<file path="src/rtl/alu_slice_pkg.sv">
// Shared encodings for the bit-slice ALU: microinstruction fields, sequencer state, op select.
// Latency: n/a (types and constants only).
// Backpressure: n/a.
package alu_slice_pkg;

  // Source operand pair (R,S) selected by I[2:0]
  typedef enum logic [2:0] {
    SRC_AQ = 3'd0,
    SRC_AB = 3'd1,
    SRC_ZQ = 3'd2,
    SRC_ZB = 3'd3,
    SRC_ZA = 3'd4,
    SRC_DA = 3'd5,
    SRC_DQ = 3'd6,
    SRC_DZ = 3'd7
  } src_e;

  // ALU function selected by I[5:3]
  typedef enum logic [2:0] {
    FN_ADD   = 3'd0,
    FN_SUBR  = 3'd1,
    FN_SUBS  = 3'd2,
    FN_OR    = 3'd3,
    FN_AND   = 3'd4,
    FN_NOTRS = 3'd5,
    FN_EXOR  = 3'd6,
    FN_EXNOR = 3'd7
  } fn_e;

  // Destination / shift control selected by I[8:6]
  typedef enum logic [2:0] {
    DST_QREG  = 3'd0,
    DST_NOP   = 3'd1,
    DST_RAMA  = 3'd2,
    DST_RAMF  = 3'd3,
    DST_RAMQD = 3'd4,
    DST_RAMD  = 3'd5,
    DST_RAMQU = 3'd6,
    DST_RAMU  = 3'd7
  } dst_e;

  typedef enum logic [1:0] {
    ST_IDLE = 2'd0,
    ST_MUL  = 2'd1,
    ST_DIV  = 2'd2
  } seq_st_e;

  localparam logic OP_MUL = 1'b0;
  localparam logic OP_DIV = 1'b1;

endpackage

</file>
<file path="src/rtl/alu_slice_core.sv">
// Combinational source mux, ALU and status flags for one WIDTH-bit slice.
// Latency: zero cycles, purely combinational.
// Backpressure: none. Ports: src/fn select, a/b/q/d operands, cin -> f, cout, ovr, zero, sign.
module alu_slice_core
  import alu_slice_pkg::*;
#(
  parameter int WIDTH = 16
) (
  input  src_e             src,
  input  fn_e              fn,
  input  logic [WIDTH-1:0] a_val,
  input  logic [WIDTH-1:0] b_val,
  input  logic [WIDTH-1:0] q_val,
  input  logic [WIDTH-1:0] d,
  input  logic             cin,
  output logic [WIDTH-1:0] f,
  output logic             cout,
  output logic             ovr,
  output logic             zero,
  output logic             sign
);

  logic [WIDTH-1:0] r, s, r_op, s_op;
  logic [WIDTH:0]   sum;
  logic             arith;

  always_comb begin
    r = '0;
    s = '0;
    case (src)
      SRC_AQ:  begin r = a_val; s = q_val; end
      SRC_AB:  begin r = a_val; s = b_val; end
      SRC_ZQ:  begin r = '0;    s = q_val; end
      SRC_ZB:  begin r = '0;    s = b_val; end
      SRC_ZA:  begin r = '0;    s = a_val; end
      SRC_DA:  begin r = d;     s = a_val; end
      SRC_DQ:  begin r = d;     s = q_val; end
      SRC_DZ:  begin r = d;     s = '0;    end
      default: begin r = '0;    s = '0;    end
    endcase
  end

  // Subtracts are done as add-with-inverted-operand so one adder serves all three.
  assign r_op  = (fn == FN_SUBR) ? ~r : r;
  assign s_op  = (fn == FN_SUBS) ? ~s : s;
  assign sum   = {1'b0, r_op} + {1'b0, s_op} + {{WIDTH{1'b0}}, cin};
  assign arith = (fn == FN_ADD) || (fn == FN_SUBR) || (fn == FN_SUBS);

  always_comb begin
    f = '0;
    case (fn)
      FN_ADD, FN_SUBR, FN_SUBS: f = sum[WIDTH-1:0];
      FN_OR:    f = r | s;
      FN_AND:   f = r & s;
      FN_NOTRS: f = ~r & s;
      FN_EXOR:  f = r ^ s;
      FN_EXNOR: f = ~(r ^ s);
      default:  f = '0;
    endcase
  end

  // Carry and overflow only carry meaning for the arithmetic functions.
  assign cout = arith & sum[WIDTH];
  assign ovr  = arith & (r_op[WIDTH-1] == s_op[WIDTH-1]) & (sum[WIDTH-1] != r_op[WIDTH-1]);
  assign zero = (f == '0);
  assign sign = f[WIDTH-1];

endmodule

</file>
<file path="src/rtl/alu_slice_seq.sv">
// Bit-slice ALU with register file, Q register and built-in multiply/divide sequencer.
// Latency: ALU path combinational; mul/div take WIDTH+1 edges from start to done.
// Backpressure: start and microinstruction writes are ignored while busy.
// Ports: I/aadd/badd/d/cin/shift fills -> y + flags; start/op -> busy/done/div_zero.
module alu_slice_seq
  import alu_slice_pkg::*;
#(
  parameter  int WIDTH = 16,
  parameter  int NREGS = 16,
  localparam int AW    = $clog2(NREGS)
) (
  input  logic             clk,
  input  logic             rst_n,
  input  logic [8:0]       I,
  input  logic [AW-1:0]    aadd,
  input  logic [AW-1:0]    badd,
  input  logic [WIDTH-1:0] d,
  output logic [WIDTH-1:0] y,
  input  logic             cin,
  input  logic             ram_lsb_in,
  input  logic             ram_msb_in,
  input  logic             q_lsb_in,
  input  logic             q_msb_in,
  output logic             cout,
  output logic             ovr,
  output logic             zero,
  output logic             sign,
  input  logic             start,
  input  logic             op,
  output logic             busy,
  output logic             done,
  output logic             div_zero
);

  localparam int CW = $clog2(WIDTH);

  logic [WIDTH-1:0] rf [NREGS];
  logic [WIDTH-1:0] q_q;
  logic [WIDTH-1:0] a_val, b_val, f;
  dst_e             dst;

  seq_st_e          st_q, st_d;
  logic [CW-1:0]    cnt_q, cnt_d;
  logic             done_d, dz_q, dz_d, lat_en;
  logic [AW-1:0]    aadd_l, badd_l;

  logic [WIDTH-1:0] seq_a, seq_b;
  logic [WIDTH:0]   mul_sum;
  logic [WIDTH:0]   div_ext;
  logic             div_borrow;
  logic [WIDTH-1:0] div_r;

  assign a_val = rf[aadd];
  assign b_val = rf[badd];
  assign dst   = dst_e'(I[8:6]);

  alu_slice_core #(.WIDTH(WIDTH)) u_core (
    .src   (src_e'(I[2:0])),
    .fn    (fn_e'(I[5:3])),
    .a_val (a_val),
    .b_val (b_val),
    .q_val (q_q),
    .d     (d),
    .cin   (cin),
    .f     (f),
    .cout  (cout),
    .ovr   (ovr),
    .zero  (zero),
    .sign  (sign)
  );

  assign y = (dst == DST_RAMA) ? a_val : f;

  // Sequencer datapath works on the addresses captured at start, not the live ones.
  assign seq_a   = rf[aadd_l];
  assign seq_b   = rf[badd_l];
  assign mul_sum = {1'b0, seq_b} + (q_q[0] ? {1'b0, seq_a} : '0);
  // Partial remainder shifted left one place; the extra top bit keeps the compare exact.
  assign div_ext    = {seq_b, q_q[WIDTH-1]};
  assign div_borrow = (div_ext < {1'b0, seq_a});
  // When no borrow the true difference is below the divisor, so WIDTH bits hold it.
  assign div_r      = div_borrow ? div_ext[WIDTH-1:0] : (div_ext[WIDTH-1:0] - seq_a);

  assign busy     = (st_q != ST_IDLE);
  assign div_zero = dz_q;

  always_comb begin
    st_d   = st_q;
    cnt_d  = cnt_q;
    done_d = 1'b0;
    dz_d   = dz_q;
    lat_en = 1'b0;
    case (st_q)
      ST_IDLE: begin
        if (start) begin
          lat_en = 1'b1;
          cnt_d  = '0;
          if (op == OP_DIV && a_val == '0) begin
            done_d = 1'b1;
            dz_d   = 1'b1;
          end else begin
            dz_d = 1'b0;
            st_d = (op == OP_DIV) ? ST_DIV : ST_MUL;
          end
        end
      end
      ST_MUL, ST_DIV: begin
        cnt_d = cnt_q + CW'(1);
        if (cnt_q == CW'(WIDTH - 1)) begin
          st_d   = ST_IDLE;
          done_d = 1'b1;
        end
      end
      default: st_d = ST_IDLE;
    endcase
  end

  always_ff @(posedge clk or negedge rst_n) begin
    if (!rst_n) begin
      st_q   <= ST_IDLE;
      cnt_q  <= '0;
      done   <= 1'b0;
      dz_q   <= 1'b0;
      aadd_l <= '0;
      badd_l <= '0;
    end else begin
      st_q  <= st_d;
      cnt_q <= cnt_d;
      done  <= done_d;
      dz_q  <= dz_d;
      if (lat_en) begin
        aadd_l <= aadd;
        badd_l <= badd;
      end
    end
  end

  always_ff @(posedge clk or negedge rst_n) begin
    if (!rst_n) begin
      for (int k = 0; k < NREGS; k++) rf[k] <= '0;
      q_q <= '0;
    end else begin
      case (st_q)
        ST_MUL: begin
          rf[badd_l] <= mul_sum[WIDTH:1];
          q_q        <= {mul_sum[0], q_q[WIDTH-1:1]};
        end
        ST_DIV: begin
          rf[badd_l] <= div_r;
          q_q        <= {q_q[WIDTH-2:0], ~div_borrow};
        end
        default: begin
          case (dst)
            DST_QREG:  q_q <= f;
            DST_RAMA,
            DST_RAMF:  rf[badd] <= f;
            DST_RAMQD: begin
              rf[badd] <= {ram_msb_in, f[WIDTH-1:1]};
              q_q      <= {q_msb_in, q_q[WIDTH-1:1]};
            end
            DST_RAMD:  rf[badd] <= {ram_msb_in, f[WIDTH-1:1]};
            DST_RAMQU: begin
              rf[badd] <= {f[WIDTH-2:0], ram_lsb_in};
              q_q      <= {q_q[WIDTH-2:0], q_lsb_in};
            end
            DST_RAMU:  rf[badd] <= {f[WIDTH-2:0], ram_lsb_in};
            default: ;
          endcase
        end
      endcase
    end
  end

endmodule

</file>
<file path="config.mk">
export PLATFORM = sky130hd
export DESIGN_NAME = alu_slice_seq
export DESIGN_NICKNAME = d
export VERILOG_FILES = /design/src/rtl/alu_slice_pkg.sv /design/src/rtl/alu_slice_core.sv /design/src/rtl/alu_slice_seq.sv
export SDC_FILE = /design/constraint.sdc
export NUM_CORES = 2
export LEC_CHECK = 0
export CAP_MARGIN = 20
export CORE_MARGIN = 4
export CORE_UTILIZATION = 37
export DETAILED_ROUTE_END_ITERATION = 10
export GPL_TIMING_DRIVEN = 0
export PLACE_DENSITY = 0.62
export SYNTH_ARGS = -nofsm -noshare
export SYNTH_HDL_FRONTEND = slang
export SYNTH_SLANG_ARGS = --single-unit
</file>
<file path="constraint.sdc">
create_clock -name clk -period 5.96 [get_ports clk]
set_input_delay 0.894 -clock clk [delete_from_list [all_inputs] [get_ports clk]]
set_output_delay 0.894 -clock clk [all_outputs]
set_load 0.02 [all_outputs]
</file>
# Word level (Yosys, flattened, before mapping)
# Index checks and enable logic that the tools add are counted.
dict set report totals {
  regBits 288
  in_bits 42
  output_inout_bits 23
  wordCells 153
}
dict set report classes {
  addsub 5
  magnitude_cmp 7
  eq_ne 28
  muxes 46
  bitwise_logic 15
  reduce_logical 29
}
# cell n
set op_table {}
lappend op_table {{256-bit bitwise mux} 5}
lappend op_table {{256-bit one-hot mux with 3 select lines} 1}
lappend op_table {{256-bit one-hot mux with 2 select lines} 1}
lappend op_table {{16-bit binary-select mux with 4-bit select} 4}
lappend op_table {{16-bit two-way mux} 15}
lappend op_table {{16-bit demux with 4-bit select} 2}
lappend op_table {{16-bit one-hot mux with 3 select lines} 2}
lappend op_table {{16-bit one-hot mux with 6 select lines} 1}
lappend op_table {{16-bit one-hot mux with 4 select lines} 1}
lappend op_table {{16-bit inverter} 3}
lappend op_table {{3-bit == test (second input constant)} 12}
lappend op_table {{16-bit by 16-bit adder with 17-bit output} 2}
lappend op_table {{16-bit AND} 2}
lappend op_table {{16-bit zero test} 2}
lappend op_table {{16-bit one-hot mux with 2 select lines} 1}
lappend op_table {{5-bit greater-or-equal comparator (second input constant)} 4}
lappend op_table {{4-bit inverter with 5-bit output} 4}
lappend op_table {{3-bit by 2-bit == test with 1-bit output (second input constant)} 6}
lappend op_table {{17-bit by 1-bit adder with 17-bit output} 1}
lappend op_table {{17-bit by 16-bit less-than comparator with 1-bit output} 1}
lappend op_table {{16-bit OR} 1}
lappend op_table {{16-bit subtractor} 1}
lappend op_table {{16-bit XOR} 1}
lappend op_table {{2-bit OR reduction} 7}
lappend op_table {{other kinds (26)} 50}

# Depth between registers and ports, before layout
dict set report logic_depth {
  word_depth 13
  depth_mapped 24
  ltp_nobuf 17
}

# By module
# Synthesis repeated with hierarchy kept, for this count alone.
dict set report hier_totals {
  cells_unflattened 3826
  hier_area_um2 32897.8
}
# mod instances cells_per_inst area_each_um2 seq_area_each_um2
set modules_own_cells {}
lappend modules_own_cells {alu_slice_seq 1 3453 30190.2 7206.9}
lappend modules_own_cells {alu_slice_core 1 373 2707.6 0.0}

# Least setup slack after synthesis
# OpenSTA, ideal clock, no wires.
dict set report synth_path {
  kind {in2out}
  startpoint {input badd[0]}
  endpoint {output zero}
  t_arrival_ns 5.593
  required_ns 5.066
  path_slack_ns -0.527
  path_stages 21
  n_path_buf 6
  path_cell_list {buf_6 -> buf_8 -> buf_8 -> buf_8 -> buf_6 -> mux4_2 -> mux4_2 -> mux2i_1 -> o21ai_1 -> xor2_1 -> ha_1 -> clkbuf_1 -> a21o_1 -> or3_1 -> o21ai_0 -> a21oi_1 -> xor2_1 -> o21ai_1 -> and3b_1 -> nand4_1 -> nor3_1}
}
dict set report synth_between {
  elab_chain_len 11
  elab_cells_between_ends 16
  cone_classes {2 x add/sub; 6 x mux; 7 x bitwise; 1 x reduce/logical}
}
# element line
set synth_rtl {}
lappend synth_rtl {{start, declared} alu_slice_seq.sv:16} ;# input logic [AW-1:0] badd,
lappend synth_rtl {{4-bit inverter with 5-bit output (not written as such) (*)} alu_slice_seq.sv:54} ;# assign b_val = rf[badd];
lappend synth_rtl {{16-bit binary-select mux with 4-bit select (*)} alu_slice_seq.sv:54}
lappend synth_rtl {{16-bit two-way mux (not written as such) (*) (2 in series)} alu_slice_seq.sv:54}
lappend synth_rtl {{16-bit one-hot mux with 4 select lines (*)} alu_slice_core.sv:30} ;# case (src)
lappend synth_rtl {{16-bit inverter} alu_slice_core.sv:45} ;# assign s_op = (fn == FN_SUBS) ? ~s : s;
lappend synth_rtl {{16-bit two-way mux} alu_slice_core.sv:45}
lappend synth_rtl {{16-bit by 16-bit adder with 17-bit output} alu_slice_core.sv:46} ;# assign sum = {1'b0, r_op} + {1'b0, s_op} + {{WIDTH{1'b0}}, cin};
lappend synth_rtl {{17-bit by 1-bit adder with 17-bit output} alu_slice_core.sv:46}
lappend synth_rtl {{16-bit one-hot mux with 6 select lines (*)} alu_slice_core.sv:51} ;# case (fn)
lappend synth_rtl {{16-bit zero test (*)} alu_slice_core.sv:65} ;# assign zero = (f == '0);
lappend synth_rtl {{end, declared} alu_slice_seq.sv:26} ;# output logic zero,
# Every way passes the cells marked *; elsewhere a longest branch is shown, timed or not. The select of a mux whose other input is x is not followed.

# Worst setup path in the final report
# Ends and elaborated chain as after synthesis.

==> results.ini <==
[die]
fp.dieW_um = 301
dieHeight_um = 301
rows = 107
core-area_um2 = 85000
start_util_pct = 37.3
ios = 65
dieArea_um2 = 90300

[setup_path]
worstPathArrival_ns = 5.64
max_stage_delay_ns = 0.61
cpMostUsedCell = buf_12
cp-start-kind = input pin
critPathKind = in -> out
path_max_fanout = 6
worstSetupEndpointType = primary output
critPathSlowestCell = mux4_2
path_cells = buf_12 > buf_12 > buf_12 > buf_16 > buf_4 > bufbuf_16 > mux4_2 > mux4_2 > nand2_4 > nand3_4 > xor2_1 > ha_2 > o211ai_1 > a21o_1 > buf_4 > a21oi_1 > xor2_1 > a22oi_2 > nand2_2 > nor3_2 > nand4_1 > nor3_4 > buf_6
worstPathRequired_ns = 5.07

[routing]
ant_nets = 0
drc = 0
vias_per_cell = 7.53
first_pass_iters = 8
wl_um = 199000
wl_per_cell_um = 40.0
drtIter0Drc = 6795
via_count = 37515

[clocking]
cts_tree = built
cts_num_sinks = 288
insertion_delay_ns = 0.64
cts_buffers = 39
cts_root_buf = clkbuf_16
clk_pin_slew_ns = 0.06
cts_buffer_depth = 3
postCtsHoldBufs = 0
htreeDepth = 2

[sta]
tns_ns = -3.06
fin_crit_ns = 6.53
worst_pin_slew_ns = 1.31
fin_crit_sh_pct = 110
slew_headroom_pct = 12.4
slew_violations = 0
max_freq_mhz = 153
final.setup_skew_ns = 0.0556
rsz0062_at_grt = yes
setup_viol = 16
final.setup.worst_slack_ns = -0.571
hold_violations = 0

[flow_run]
maxCapViolCount = 0

[place]
gp_congestion = 1.18
place_area_um2 = 34200
portBuffers = 54
dp_cells = 4783
post-place-ws_ns = -3.12
dp_hpwl_um = 155000

[layout]
drive_above_1_share_pct = 22.9
fin_nets = 3915
area_growth_syn_to_layout_pct = 19.8
fin_cells = 4982
fin_area_um2 = 38000

[yosys]
post-synth-top-area-fraction_pct = 22.8
synthTopCellsByArea = dfrtp_1 (23%), mux4_2 (21%), a21oi_1 (6.7%)
syn_nets = 3668
yosysWarnings = 0
synth_top_flop_cell = dfrtp_1
yosysSeqAreaShare_pct = 22.8
async_reset_ff_share_pct = 100
synth-seq-cells = 288
synth.distinct_cells = 99
synth_area_um2 = 31700
syn_avg_cell_area_um2 = 8.91
postSynthCellCount = 3554
synth_edf_count = 0
yosysTopAreaCell = dfrtp_1

[global_routing]
grt_first_pass_wirelength_um = 273000
grtUsageTotal_pct = 42.9
grt_max_degree = 105
grt_overflow = 0
antenna_found_initial = 9
grt_pass1_vias = 34966

[hold_path]
hold_path_class = in -> async

[pwr]
p_per_area_nw_per_um2 = 694
p_leak_nw = 15.0
ir_drop_mv = 0.606

[run_status]
status = finished with violations
violations = setup timing

-- stage by stage --
step / util [%] / hold WS (ns) / power [mW]
after CTS: 43.7 / 0.346 / 24.0
final: 44.6 / 0.303 / 26.3
after global routing: 44.6 / 0.379 / 26.7
after detailed placement: 40.2 / 0.505 / 20.6
after floorplan: - / 0.476 / 13.7
after global placement: 39.7 / 0.500 / 20.2
-- report_power, final --
group	total, mW	switching (mW)	internal, mW	leakage [nW]
clock	2.65	1.13	1.52	0.677
sequential	4.54	1.92	2.62	3.80
combinational	19.1	12.3	6.86	10.5
total	26.3	15.3	11.0	15.0
-- repair_timing --
item,in CTS,in global routing
gates cloned,2,0
endpoints found under the setup margin,287,212
buffers inserted,88,46
resized for setup,320,141
pin swaps,36,55
-- routing by layer --
| layer | GRT usage (%) | vias to the layer above | wire length (µm) |
|---|---|---|---|
| met2 | 58.4 | 3633 | 76500 |
| met5 | 4.17 | - | 361 |
| met3 | 22.2 | 1165 | 33500 |
| met4 | 34.9 | 18 | 22800 |
| met1 | 49.5 | 18248 | 66100 |
| li1 | - | 14451 | - |
-- final cells by class --
type | instances | area (µm²)
Fill cell | 8374 | 47100
Multi-Input combinational cell | 2865 | 23500
Sequential cell | 288 | 7210
Timing Repair Buffer | 221 | 2150
Buffer | 316 | 1990
Tap cell | 1144 | 1430
Clock buffer | 52 | 1080
Clock inverter | 20 | 287
Inverter | 70 | 263
Antenna cell | 6 | 15.0
-- synthesized netlist by cell type (50+ instances only) --
cell type and n:
mux4_2 292, inv_1 67, and3_1 60, nor2_1 305, a21oi_1 426, a31oi_1 65
clkbuf_1 225, o21ai_0 271, a211oi_1 65, nand3_1 63, mux2i_1 57, xnor2_1 50
nand2_1 327, o22ai_1 68, dfrtp_1 288, ha_1 68
-- layout by cell type, fill, tap and decap left out, types with 36 or more instances in the layout --
master	instances
a211oi_1	60
a21o_1	46
a21oi_1	413
a221oi_1	40
a31oi_1	62
and3_1	59
buf_4	131
buf_6	41
clkbuf_1	183
clkbuf_16	40
dfrtp_1	286
ha_1	64
inv_1	67
mux2i_1	46
mux4_2	293
nand2_1	321
nand3_1	62
nor2_1	297
nor3_1	36
o21ai_0	257
o22ai_1	66
xnor2_1	48
-- worst max-delay path, delay by kind of cell --
kind            cells  cell delay, ns
simple gates        6            1.02
mux                 2            1.02
xor+xnor            2            0.27
compound gates      4            0.80
fa+ha+maj           1            0.40
buf+inv             8            1.20
-- kinds of logic after synthesis --
logic type / Yosys count / synth area share (%)
compound gates: 1383 / 28.8
simple gates: 945 / 13.4
buf+inv: 401 / 5.63
mux: 384 / 24.2
flops: 288 / 22.8
xor+xnor: 81 / 2.24
fa+ha+maj: 72 / 2.94
-- final timing paths --
kind | start | to | slack [ns] | depth (start not counted)
setup / recovery | badd[0] | zero | -0.57 | 23
hold / removal | rst_n | async pin | 0.30 | 1
setup reg to reg | badd_l[3]$_DFFE_PN0P_ | flip-flop | -0.05 | 16
hold reg to reg | cnt_q[1]$_DFFE_PN0P_ | cnt_q[1]$_DFFE_PN0P_ | 0.51 | 2
max in group asynchronous | rst_n | q_q[10]$_DFFE_PN0P_ | 3.99 | 3
min in group clk | cnt_q[1]$_DFFE_PN0P_ | cnt_q[1]$_DFFE_PN0P_ | 0.51 | 2
No activity file was read; power rests on OpenSTA's default activity.
==> RTL edit (same settings) <==
Register the input `start` before use, cleared by the reset. The logic sees it one clock later. The other inputs are not delayed to match. Comments in the files are not updated.
--- a/src/rtl/alu_slice_seq.sv
+++ b/src/rtl/alu_slice_seq.sv
@@ -33,6 +33,16 @@
 );
 
   localparam int CW = $clog2(WIDTH);
+
+  logic start_q;
+
+  always_ff @(posedge clk or negedge rst_n) begin
+    if (!rst_n) begin
+      start_q <= '0;
+    end else begin
+      start_q <= start;
+    end
+  end
 
   logic [WIDTH-1:0] rf [NREGS];
   logic [WIDTH-1:0] q_q;
@@ -92,7 +102,7 @@
     lat_en = 1'b0;
     case (st_q)
       ST_IDLE: begin
-        if (start) begin
+        if (start_q) begin
           lat_en = 1'b1;
           cnt_d  = '0;
           if (op == OP_DIV && a_val == '0) begin
Check against the original RTL: not equivalent (a bounded check fails within 4 cycles, from zero or initial values and one cycle with rst_n low).
==> RTL edit against the original RTL <==
The flow still finishes with violations (setup timing); fmax fell by 6.7%; routed wire length up 31%; design area rose by 6.1%; register-to-register slack got worse by 0.28 ns; worst hold slack got worse by 0.14 ns; die area is 0.41% higher; highest routed layer unchanged; sequential cell count grew 1; critical path depth is 3 lower; worst setup slack worse by 0.47 ns; area after synthesis is 0.42% higher.
Power is not shown: default switching activity piles up to over one toggle a cycle in this logic, so the estimate is an artifact.
==> RTL edit: results (changes against the original RTL) <==
failing checks setup timing (unchanged); Area after DPL 35200 um^2 (was 34200 um^2); metal2 WL 99.5 mm (was 76.5 mm); Routed met1 length 86.7 mm (was 66.1 mm); slowest cell on the critical path dfrtp_1 (was mux4_2); largest net degree at the start of global routing 91 (was 105); overall routing resource usage 55.7% (was 42.9%); Post-Synth Adder-Cell Area 2.93% (was 2.94%); Compound-Gate Fraction of Synth Area 28.1% (was 28.8%); layout cells sized above 1 24.4% (was 22.9%); 1st-iter DRT viols 7828 (was 6795); via count of the first global-routing pass 37600 (was 35000); met1 Use GR 62.5% (was 49.5%); first-pass GRT wire length 340 mm (was 273 mm); multiplexer fraction of the synthesized cell area 23.7% (was 24.2%); port bufs 58 (was 54); Largest delay share family, worst path compound AO/OA/AOI/OAI gates (was buffers and inverters); syn_nets 3810 (was 3668); dpl hpwl 201 mm (was 155 mm); worst skew pair latency 0.61 ns (was 0.64 ns); CTS buffer count 42 (was 39); Commonest cells post-synth o21ai_0 (374), nand2_1 (335), nor2_1 (310) (was a21oi_1 (426), nand2_1 (327), nor2_1 (305)); Syn Area/Cell 8.61 um^2 (was 8.91 um^2); Setup Viol. Count Final 120 (was 16); FF-to-FF path depth 21 (was 16); Setup Skew 0.0232 ns (was 0.0556 ns); status finished with violations (unchanged); Post-Route WL 262 mm (was 199 mm); post-placement cell count 4982 (was 4783); GR Util met2 73.8% (was 58.4%); layout net count 4159 (was 3915); Setup WS pre-CTS -4.43 ns (was -3.12 ns); register area share after synthesis 22.7% (was 22.8%); largest cells by area after synthesis dfrtp_1 (23%), mux4_2 (18%), o21ai_0 (5.9%) (was dfrtp_1 (23%), mux4_2 (21%), a21oi_1 (6.7%)); final setup margin -1.04 ns (was -0.571 ns)
[RTL edit: cell types whose count changed after synthesis, moves of 47 or more]
cell,unedited run,this run
a21oi_1,426,287
nand3_1,63,193
o21ai_0,271,374
a221oi_1,41,116
a31oi_1,65,113
mux2i_1,57,104
[RTL edit: what timing repair did]
action,CTS,global route
pin swaps,49,72
resized for setup,476,221
endpoints found under the hold margin,0,0
cloned,2,3
buffers inserted,97,68
setup endpoints to repair,292,237
[RTL edit: area by class of cell]
| type | count | area, um^2 |
|---|---|---|
| Clock buffer | 54 | 1180 |
| Sequential cell | 289 | 7240 |
| Inverter | 72 | 270 |
| Antenna cell | 22 | 55.1 |
| Timing Repair Buffer | 322 | 3320 |
| Multi-Input combinational cell | 2984 | 24400 |
| Tap cell | 1144 | 1430 |
| Buffer | 334 | 2230 |
| Fill cell | 8276 | 45000 |
| Clock inverter | 19 | 204 |
